File: config.mk
export PLATFORM = sky130hd
export DESIGN_NAME = wide_add_seq
export DESIGN_NICKNAME = d
export VERILOG_FILES = /design/src/rtl/wide_add_pkg.sv /design/src/rtl/add_chunk.sv /design/src/rtl/wide_add_seq.sv
export SDC_FILE = /design/constraint.sdc
export NUM_CORES = 1
export LEC_CHECK = 0
export CAP_MARGIN = 40
export CORE_UTILIZATION = 35
export DETAILED_ROUTE_END_ITERATION = 16
export DONT_BUFFER_PORTS = 1
export PLACE_DENSITY_LB_ADDON = 0.1
export SLEW_MARGIN = 5
export SYNTH_ARGS = -nofsm -noshare
export SYNTH_HDL_FRONTEND = slang
export SYNTH_SLANG_ARGS = --single-unit
export TNS_END_PERCENT = 5
File: constraint.sdc
create_clock -name clk -period 3.6 [get_ports clk]
set_input_delay 0.54 -clock clk [delete_from_list [all_inputs] [get_ports clk]]
set_output_delay 0.54 -clock clk [all_outputs]
set_load 0.05 [all_outputs]
File: src/rtl/wide_add_pkg.sv
// wide_add_pkg: shared types and constants for the wide_add_seq slice.
//   state_t     - controller FSM states (IDLE, RUN, DONE)
//   CHUNK_DEF   - default shared-adder chunk width
//   NCHUNK_DEF  - default number of chunks
//   idx_w()     - width of the chunk index, never less than one bit
package wide_add_pkg;

    typedef enum logic [1:0] {
        IDLE = 2'd0,
        RUN  = 2'd1,
        DONE = 2'd2
    } state_t;

    localparam int CHUNK_DEF  = 4;
    localparam int NCHUNK_DEF = 4;

    // A single chunk still needs a 1-bit index register.
    function automatic int idx_w(input int n);
        return (n > 1) ? $clog2(n) : 1;
    endfunction

endpackage

File: src/rtl/add_chunk.sv
// add_chunk: combinational CHUNK-bit ripple-carry adder slice.
// Ports:
//   a, b  in  CHUNK  chunk operands
//   ci    in  1      carry in
//   sum   out CHUNK  chunk sum
//   co    out 1      carry out
module add_chunk #(
    parameter int CHUNK = 4
) (
    input  logic [CHUNK-1:0] a,
    input  logic [CHUNK-1:0] b,
    input  logic             ci,
    output logic [CHUNK-1:0] sum,
    output logic             co
);

    assign {co, sum} = {1'b0, a} + {1'b0, b} + {{CHUNK{1'b0}}, ci};

endmodule

File: src/rtl/wide_add_seq.sv
// wide_add_seq: multi-cycle wide adder. One CHUNK-bit adder is reused over
// NCHUNK cycles, least-significant chunk first, with the carry kept in cr.
// Optional feature macro: WIDE_ADD_SUB_EN adds the 'sub' port (x - y).
// Ports:
//   clk, rst_n          clock (rising edge), async active-low reset
//   in_valid/in_ready   operand handshake (in_ready only in IDLE)
//   x, y, c_in          operands and carry into chunk 0
//   sub                 subtract select, sampled at accept (macro only)
//   out_valid/out_ready result handshake (out_valid only in DONE)
//   s, c_out            registered sum and carry out of the top chunk
//   busy                high in RUN or DONE
module wide_add_seq
    import wide_add_pkg::*;
#(
    parameter int CHUNK  = CHUNK_DEF,
    parameter int NCHUNK = NCHUNK_DEF
) (
    input  logic                    clk,
    input  logic                    rst_n,
    input  logic                    in_valid,
    output logic                    in_ready,
    input  logic [CHUNK*NCHUNK-1:0] x,
    input  logic [CHUNK*NCHUNK-1:0] y,
    input  logic                    c_in,
`ifdef WIDE_ADD_SUB_EN
    input  logic                    sub,
`endif
    output logic                    out_valid,
    input  logic                    out_ready,
    output logic [CHUNK*NCHUNK-1:0] s,
    output logic                    c_out,
    output logic                    busy
);

    localparam int W    = CHUNK * NCHUNK;
    localparam int IW   = idx_w(NCHUNK);
    localparam logic [IW-1:0] LAST = IW'(NCHUNK - 1);

    state_t          state;
    logic [W-1:0]    xr;
    logic [W-1:0]    yr;
    logic            cr;
    logic [IW-1:0]   idx;

    logic [CHUNK-1:0] a_chk;
    logic [CHUNK-1:0] b_chk;
    logic [CHUNK-1:0] sum;
    logic             co;

    // Status outputs are pure decodes of the state register.
    assign in_ready  = (state == IDLE);
    assign out_valid = (state == DONE);
    assign busy      = (state != IDLE);

    // Chunk select as a constant-index mux so idx can never address
    // past the operand even when NCHUNK is not a power of two.
    always_comb begin
        a_chk = '0;
        b_chk = '0;
        for (int k = 0; k < NCHUNK; k++) begin
            if (idx == IW'(k)) begin
                a_chk = xr[k*CHUNK +: CHUNK];
                b_chk = yr[k*CHUNK +: CHUNK];
            end
        end
    end

    add_chunk #(.CHUNK(CHUNK)) u_add (
        .a   (a_chk),
        .b   (b_chk),
        .ci  (cr),
        .sum (sum),
        .co  (co)
    );

    always_ff @(posedge clk or negedge rst_n) begin
        if (!rst_n) begin
            state <= IDLE;
            xr    <= '0;
            yr    <= '0;
            cr    <= 1'b0;
            idx   <= '0;
            s     <= '0;
            c_out <= 1'b0;
        end else begin
            case (state)
                IDLE: begin
                    if (in_valid) begin
                        xr  <= x;
`ifdef WIDE_ADD_SUB_EN
                        // x - y = x + ~y + 1; c_in is overridden.
                        yr  <= sub ? ~y : y;
                        cr  <= sub ? 1'b1 : c_in;
`else
                        yr  <= y;
                        cr  <= c_in;
`endif
                        idx   <= '0;
                        state <= RUN;
                    end
                end
                RUN: begin
                    for (int k = 0; k < NCHUNK; k++) begin
                        if (idx == IW'(k))
                            s[k*CHUNK +: CHUNK] <= sum;
                    end
                    cr <= co;
                    if (idx == LAST) begin
                        c_out <= co;
                        state <= DONE;
                    end else begin
                        idx <= idx + 1'b1;
                    end
                end
                DONE: begin
                    if (out_ready)
                        state <= IDLE;
                end
                default: state <= IDLE;
            endcase
        end
    end

endmodule
# Word-level counts from Yosys, hierarchy flattened
# Index checks and enable logic that the tools add are counted.
[op_classes]
n_reduce_logical = 12
muxes = 17
div = 0
addsub = 3
mul = 0
eq_ne = 9
n_bitwise = 0
magnitude_cmp = 0
n_shift = 0
[op_table]
columns = ["cell", "n"]
rows = [
  ["4-bit two-way mux", 8],
  ["2-bit AND reduction", 6],
  ["2-bit two-way mux", 5],
  ["2-bit equality test (second input constant)", 3],
  ["2-bit != test (second input constant)", 3],
  ["2-bit case mux with 3 select lines", 1],
  ["3-bit AND reduction", 2],
  ["4-bit by 4-bit adder with 5-bit output", 1],
  ["5-bit by 1-bit adder with 5-bit output", 1],
  ["2-bit by 1-bit equality test with 1-bit output (second input constant)", 2],
  ["2-bit zero test", 2],
  ["2-bit case mux with 2 select lines", 1],
  ["2-bit nonzero test", 2],
  ["2-bit by 1-bit adder with 2-bit output (second input constant)", 1],
  ["2-bit by 1-bit != test with 1-bit output (second input constant)", 1],
  ["1-bit case mux with 2 select lines", 1],
  ["1-bit two-way mux", 1],
]
[totals]
elab_cells = 51
ramBits = 0
rom_bits = 0
latchBits = 0
mem_count = 0
in_bits = 37
out_inout_bits = 20
register_bits = 54

# Longest topological paths before layout
[depth]
depth_word = 8
depth_mapped = 12
mapped_depth_nobuf = 11

# Cells and area by module
# From an unflattened synthesis, not the netlist that was laid out.
[hier_totals]
cells_unflattened = 188
hier_area_um2 = 2598.7
[by_module_without_submodules]
columns = ["module", "area_each_um2", "n_inst", "seq_area_each_um2", "cells_per_inst"]
rows = [
  ["wide_add_seq", 2454.9, 1, 1351.3, 172],
  ["add_chunk", 143.9, 1, 0.0, 16],
]

# Least setup slack after synthesis
# No wires, ideal clock.
[synth_timing]
path_type = "register to register"
startpoint = "reg idx[0]"
endpoint = "reg cr"
arrival_ns = 2.456
n_path_buf = 2
period_less_slack_ns = 2.587
path_stages_with_launch = 13
setup_slack_ns = 1.013
path_cell_list = "dfrtp_1 > inv_1 > ha_1 > clkbuf_1 > clkbuf_1 > a21oi_1 > a22oi_1 > fa_1 > inv_1 > fa_1 > a21o_1 > a21oi_1 > a31oi_1"
[synth_between]
elab_chain_len = 8
word_cells_on_any_way = 15
[synth_lines]
columns = ["element", "line", "text"]
rows = [
  ["start, declared", "wide_add_seq.sv:43", "logic [IW-1:0] idx;"],
  ["start signal, assigned", "wide_add_seq.sv:112", "idx <= idx + 1'b1;"],
  ["2-bit zero test", "wide_add_seq.sv:61", "if (idx == IW'(k)) begin"],
  ["4-bit two-way mux (4 in a row)", "wide_add_seq.sv:61", ""],
  ["4-bit by 4-bit adder with 5-bit output *", "add_chunk.sv:17", "assign {co, sum} = {1'b0, a} + {1'b0, b} + {{CHUNK{1'b0}}, ci};"],
  ["5-bit by 1-bit adder with 5-bit output *", "add_chunk.sv:17", ""],
  ["1-bit case mux with 2 select lines *", "wide_add_seq.sv:86", "case (state)"],
  ["end signal, assigned", "wide_add_seq.sv:96", "cr <= c_in;"],
  ["end signal, assigned", "wide_add_seq.sv:107", "cr <= co;"],
  ["end, declared", "wide_add_seq.sv:42", "logic cr;"],
]
# Mark *: on every way between the ends. The rest lies on a longest branch, timed or not.
# A chain may end at the register's enable or synchronous reset.

# Final worst setup path
[layout_timing]
startpoint = "reg idx[1]"
endpoint = "reg cr"
# The elaborated chain is that of the path after synthesis.

==> results.md <==
STA:
- For the pin with the worst max-slew slack, the measured transition is 0.711 ns.
- Setup violations remaining at the end of the flow were counted as 0.
- In this run the tightest slew margin relative to its limit is 0.526.
- Setup repair after global routing left no endpoint under its margin.
- Final hold analysis gives a worst-case slack of 0.0562 ns.
- Of the available clock period, the critical path in the final layout requires 0.843.
- The maximum clock rate is 0.330 GHz.
- The number of pins exceeding their max-slew limit in the final report came to 0.
- The shortest clock period the worst path allows after layout is 3.03 ns.
- The number of hold-slack violations in the final timing report is 0.
- The final sum of negative setup slack is 0 ns.
- Between clock sinks in the finished design, the worst skew comes to 0.0172 ns.

Finish:
- Leaving out fill and tap cells, the most frequent cells in the layout are sky130_fd_sc_hd__dfrtp_1 (54), sky130_fd_sc_hd__mux2_4 (30), sky130_fd_sc_hd__inv_1 (15), sky130_fd_sc_hd__nand2_1 (15), sky130_fd_sc_hd__o21ai_0 (13).
- The library cell used most frequently in the layout, excluding fill and tap cells, is sky130_fd_sc_hd__dfrtp_1.
- The multi-input combinational cells in the finished layout cover a total of 0.00120 sq mm.
- Once layout is complete, the utilization of the core stands at 0.392.
- The number of cells in the finished layout apart from fillers is 313.
- The final net count is 259.
- In the final layout, the share of cells above drive strength 1 is 0.229.
- The antenna diode count is 0.
- The area growth from synthesis to layout is 7.14%.
- The number of filler cells placed in the layout is 704.
- In the final layout, flip-flops and latches occupy 0.00135 sq mm.

Synthesis:
- The synthesized net count is 260.
- The distinct cell type count of the synthesized netlist is 32.
- Yosys printed 0 warnings.
- The gate count of the mapped netlist is 214.
- The fraction of registers with async set/reset is 1.00.
- Counting flops with a built-in enable in the synthesized netlist gives 0.
- The main flop type after synthesis is sky130_fd_sc_hd__dfrtp_1.
- Averaged over all synthesized cells, the footprint is 12.5 sq um.
- For this run, the register share of the synthesized area comes to 0.504.
- Synthesis inferred 54 register bits.
- The cell area after synthesis is 0.00268 sq mm.

Detailed routing:
- Dividing the detail-routed wire length by the instance count gives 17.8 microns.
- After detailed routing, the number of remaining DRC violations is 0.
- Detailed routing inserted a total of 1594 vias.
- The detail-routed via count per cell is 5.09.
- The detail route stage leaves a number of antenna-violating nets equal to 0.
- The routed wire length is 5570 microns.
- The number of optimization iterations in the first detailed-route pass is 4.
- The first routing iteration left 41 violations.

Min path:
- The type of the most critical hold path is in -> async.

Flow run:
- Across the run, the number of max-cap violations was 0.

Critical path:
- At the worst endpoint, the required time is 3.77 ns.
- Along the worst path, the maximum fanout reaches 14.
- STA classifies the critical path endpoint as a flop.
- The category of the most critical setup path is reg -> reg.
- The arrival time at the worst endpoint is 3.20 ns.
- The type of element launching the critical path is a flop.
- The worst-case register-to-register setup slack is 0.57 ns.

Placement:
- The detailed-placement wirelength estimate is 4050 microns.
- The placed instance count is 304.
- The count of input and output buffers is 0.
- The routability congestion estimate from global placement is 0.740.

Run status:
- The run finished with clean final reports.

CTS:
- The clock tree from TritonCTS is built.
- Clock tree synthesis found a total of 54 sinks.
- The number of gates given a new drive strength after cts is 0.
- The maximum root-to-sink buffer count is 2.
- The clock edge transition at the registers on the reported setup and hold paths is 0.11 ns.
- The number of buffers created by CTS is 5.
- The worst-skew pair later-pin latency is 0.32 ns.
- The H-tree was split into 2 levels.
- The root buffer cell chosen for the clock tree is sky130_fd_sc_hd__clkbuf_8.

Floorplan:
- The initial utilization of the core area, before any placement, comes to 0.366.
- The die is 89.5 microns wide.
- The top-level port count is 57.
- After floorplanning, the core was sized to cover 0.00733 sq mm.
- The overall die area is 0.00801 sq mm.
- After floorplanning, the core was divided into 31 placement rows.
- The die is 89.5 microns tall.

Global routing:
- The number of antenna violations at the first check in global routing is 0.
- In the global route stage, overall resource usage came out at 0.147.
- The pin count of the biggest net entering global routing is 55.
- The via count of the first global-routing pass is 1684.
- The first global-routing pass estimated 8710 microns of wire.
- The total global routing overflow is 0.
## cell usage after synthesis (all sizes together), types with 3 or more instances
cell type	n	area, sq um
a211oi	4	30.0
a21oi	12	60.1
a221o	6	60.1
a22o	7	61.3
buf	7	58.8
clkbuf	4	15.0
dfrtp	54	1350
ha	7	87.6
inv	15	56.3
mux2	37	529
nand2	15	56.3
nand3b	5	37.5
nor2	8	32.5
nor2b	3	18.8
o21ai	13	65.1
o31ai	3	22.5
## path summary, 6_finish.rpt
kind / start / to / depth (start not counted)
worst max-delay path: idx[1] / cr / 11
worst min-delay path: rst_n / s[4] / 1
worst max register to register: idx[1] / cr / 11
worst min register to register: yr[1] / yr[1] / 1
max in group asynchronous: rst_n / xr[6] / 1
min in group clk: out_ready / state[1] / 1
## stage by stage
step	setup slack, ns	cell area (sq um)
final	0.565	2870
after global routing	0.305	2870
after CTS	0.601	2870
after detailed placement	0.617	2750
after global placement	0.805	2740
after floorplan	1.01	2680
## layout make-up
type	count	share of cell area
inverter	15	0.0196
sequential	54	0.471
multi-input combinational	134	0.417
timing repair buffer	3	0.0148
tap	99	0.0431
clock inverter	2	0.00566
clock buffer	6	0.0288
## metal layers
metal	GRT usage	wire length [microns]	up-vias
li1	-	-	755
met1	0.190	2580	791
met4	0.0418	55	0
met3	0.0369	305	7
met5	0	0	-
met2	0.246	2630	41
## critical path: stages, from the launching register on
cell and delay, ns:
sky130_fd_sc_hd__dfrtp_1 0.45, sky130_fd_sc_hd__inv_1 0.10, sky130_fd_sc_hd__ha_1 0.46, sky130_fd_sc_hd__nor2b_1 0.17, sky130_fd_sc_hd__a221o_1 0.35, sky130_fd_sc_hd__a22oi_1 0.19, sky130_fd_sc_hd__fa_1 0.24, sky130_fd_sc_hd__inv_1 0.06
sky130_fd_sc_hd__fa_1 0.40, sky130_fd_sc_hd__a21o_1 0.18, sky130_fd_sc_hd__a21oi_1 0.18, sky130_fd_sc_hd__a31oi_1 0.12
## registers in the layout (all words and copies together) (netlist names)
name / flops
s: 16
xr: 16
yr: 16
idx: 2
state: 2
c_out: 1
cr: 1
## cells by family (layout without fill, tap and decap cells)
| logic type | count (synthesis) | count (layout) | share of synthesized area |
|---|---|---|---|
| DFF | 54 | 54 | 0.504 |
| adders and majority gates | 9 | 9 | 0.0476 |
| xor gates and xnor gates | 1 | 1 | 0.00327 |
| and+or+nand+nor | 33 | 33 | 0.0598 |
| AOI/OAI and AO/OA | 53 | 53 | 0.135 |
| muxes | 38 | 38 | 0.201 |
| buffers and inverters | 26 | 26 | 0.0485 |
## repair_timing
| item | in CTS | in global routing |
|---|---|---|
| setup endpoints to repair | 0 | 0 |
| hold buffers | 1 | 0 |
| buffers inserted | 0 | 0 |
| hold endpoints to repair | 54 | 0 |
Power is not shown: default switching activity piles up to over one toggle a cycle in this logic, so the estimate is an artifact.
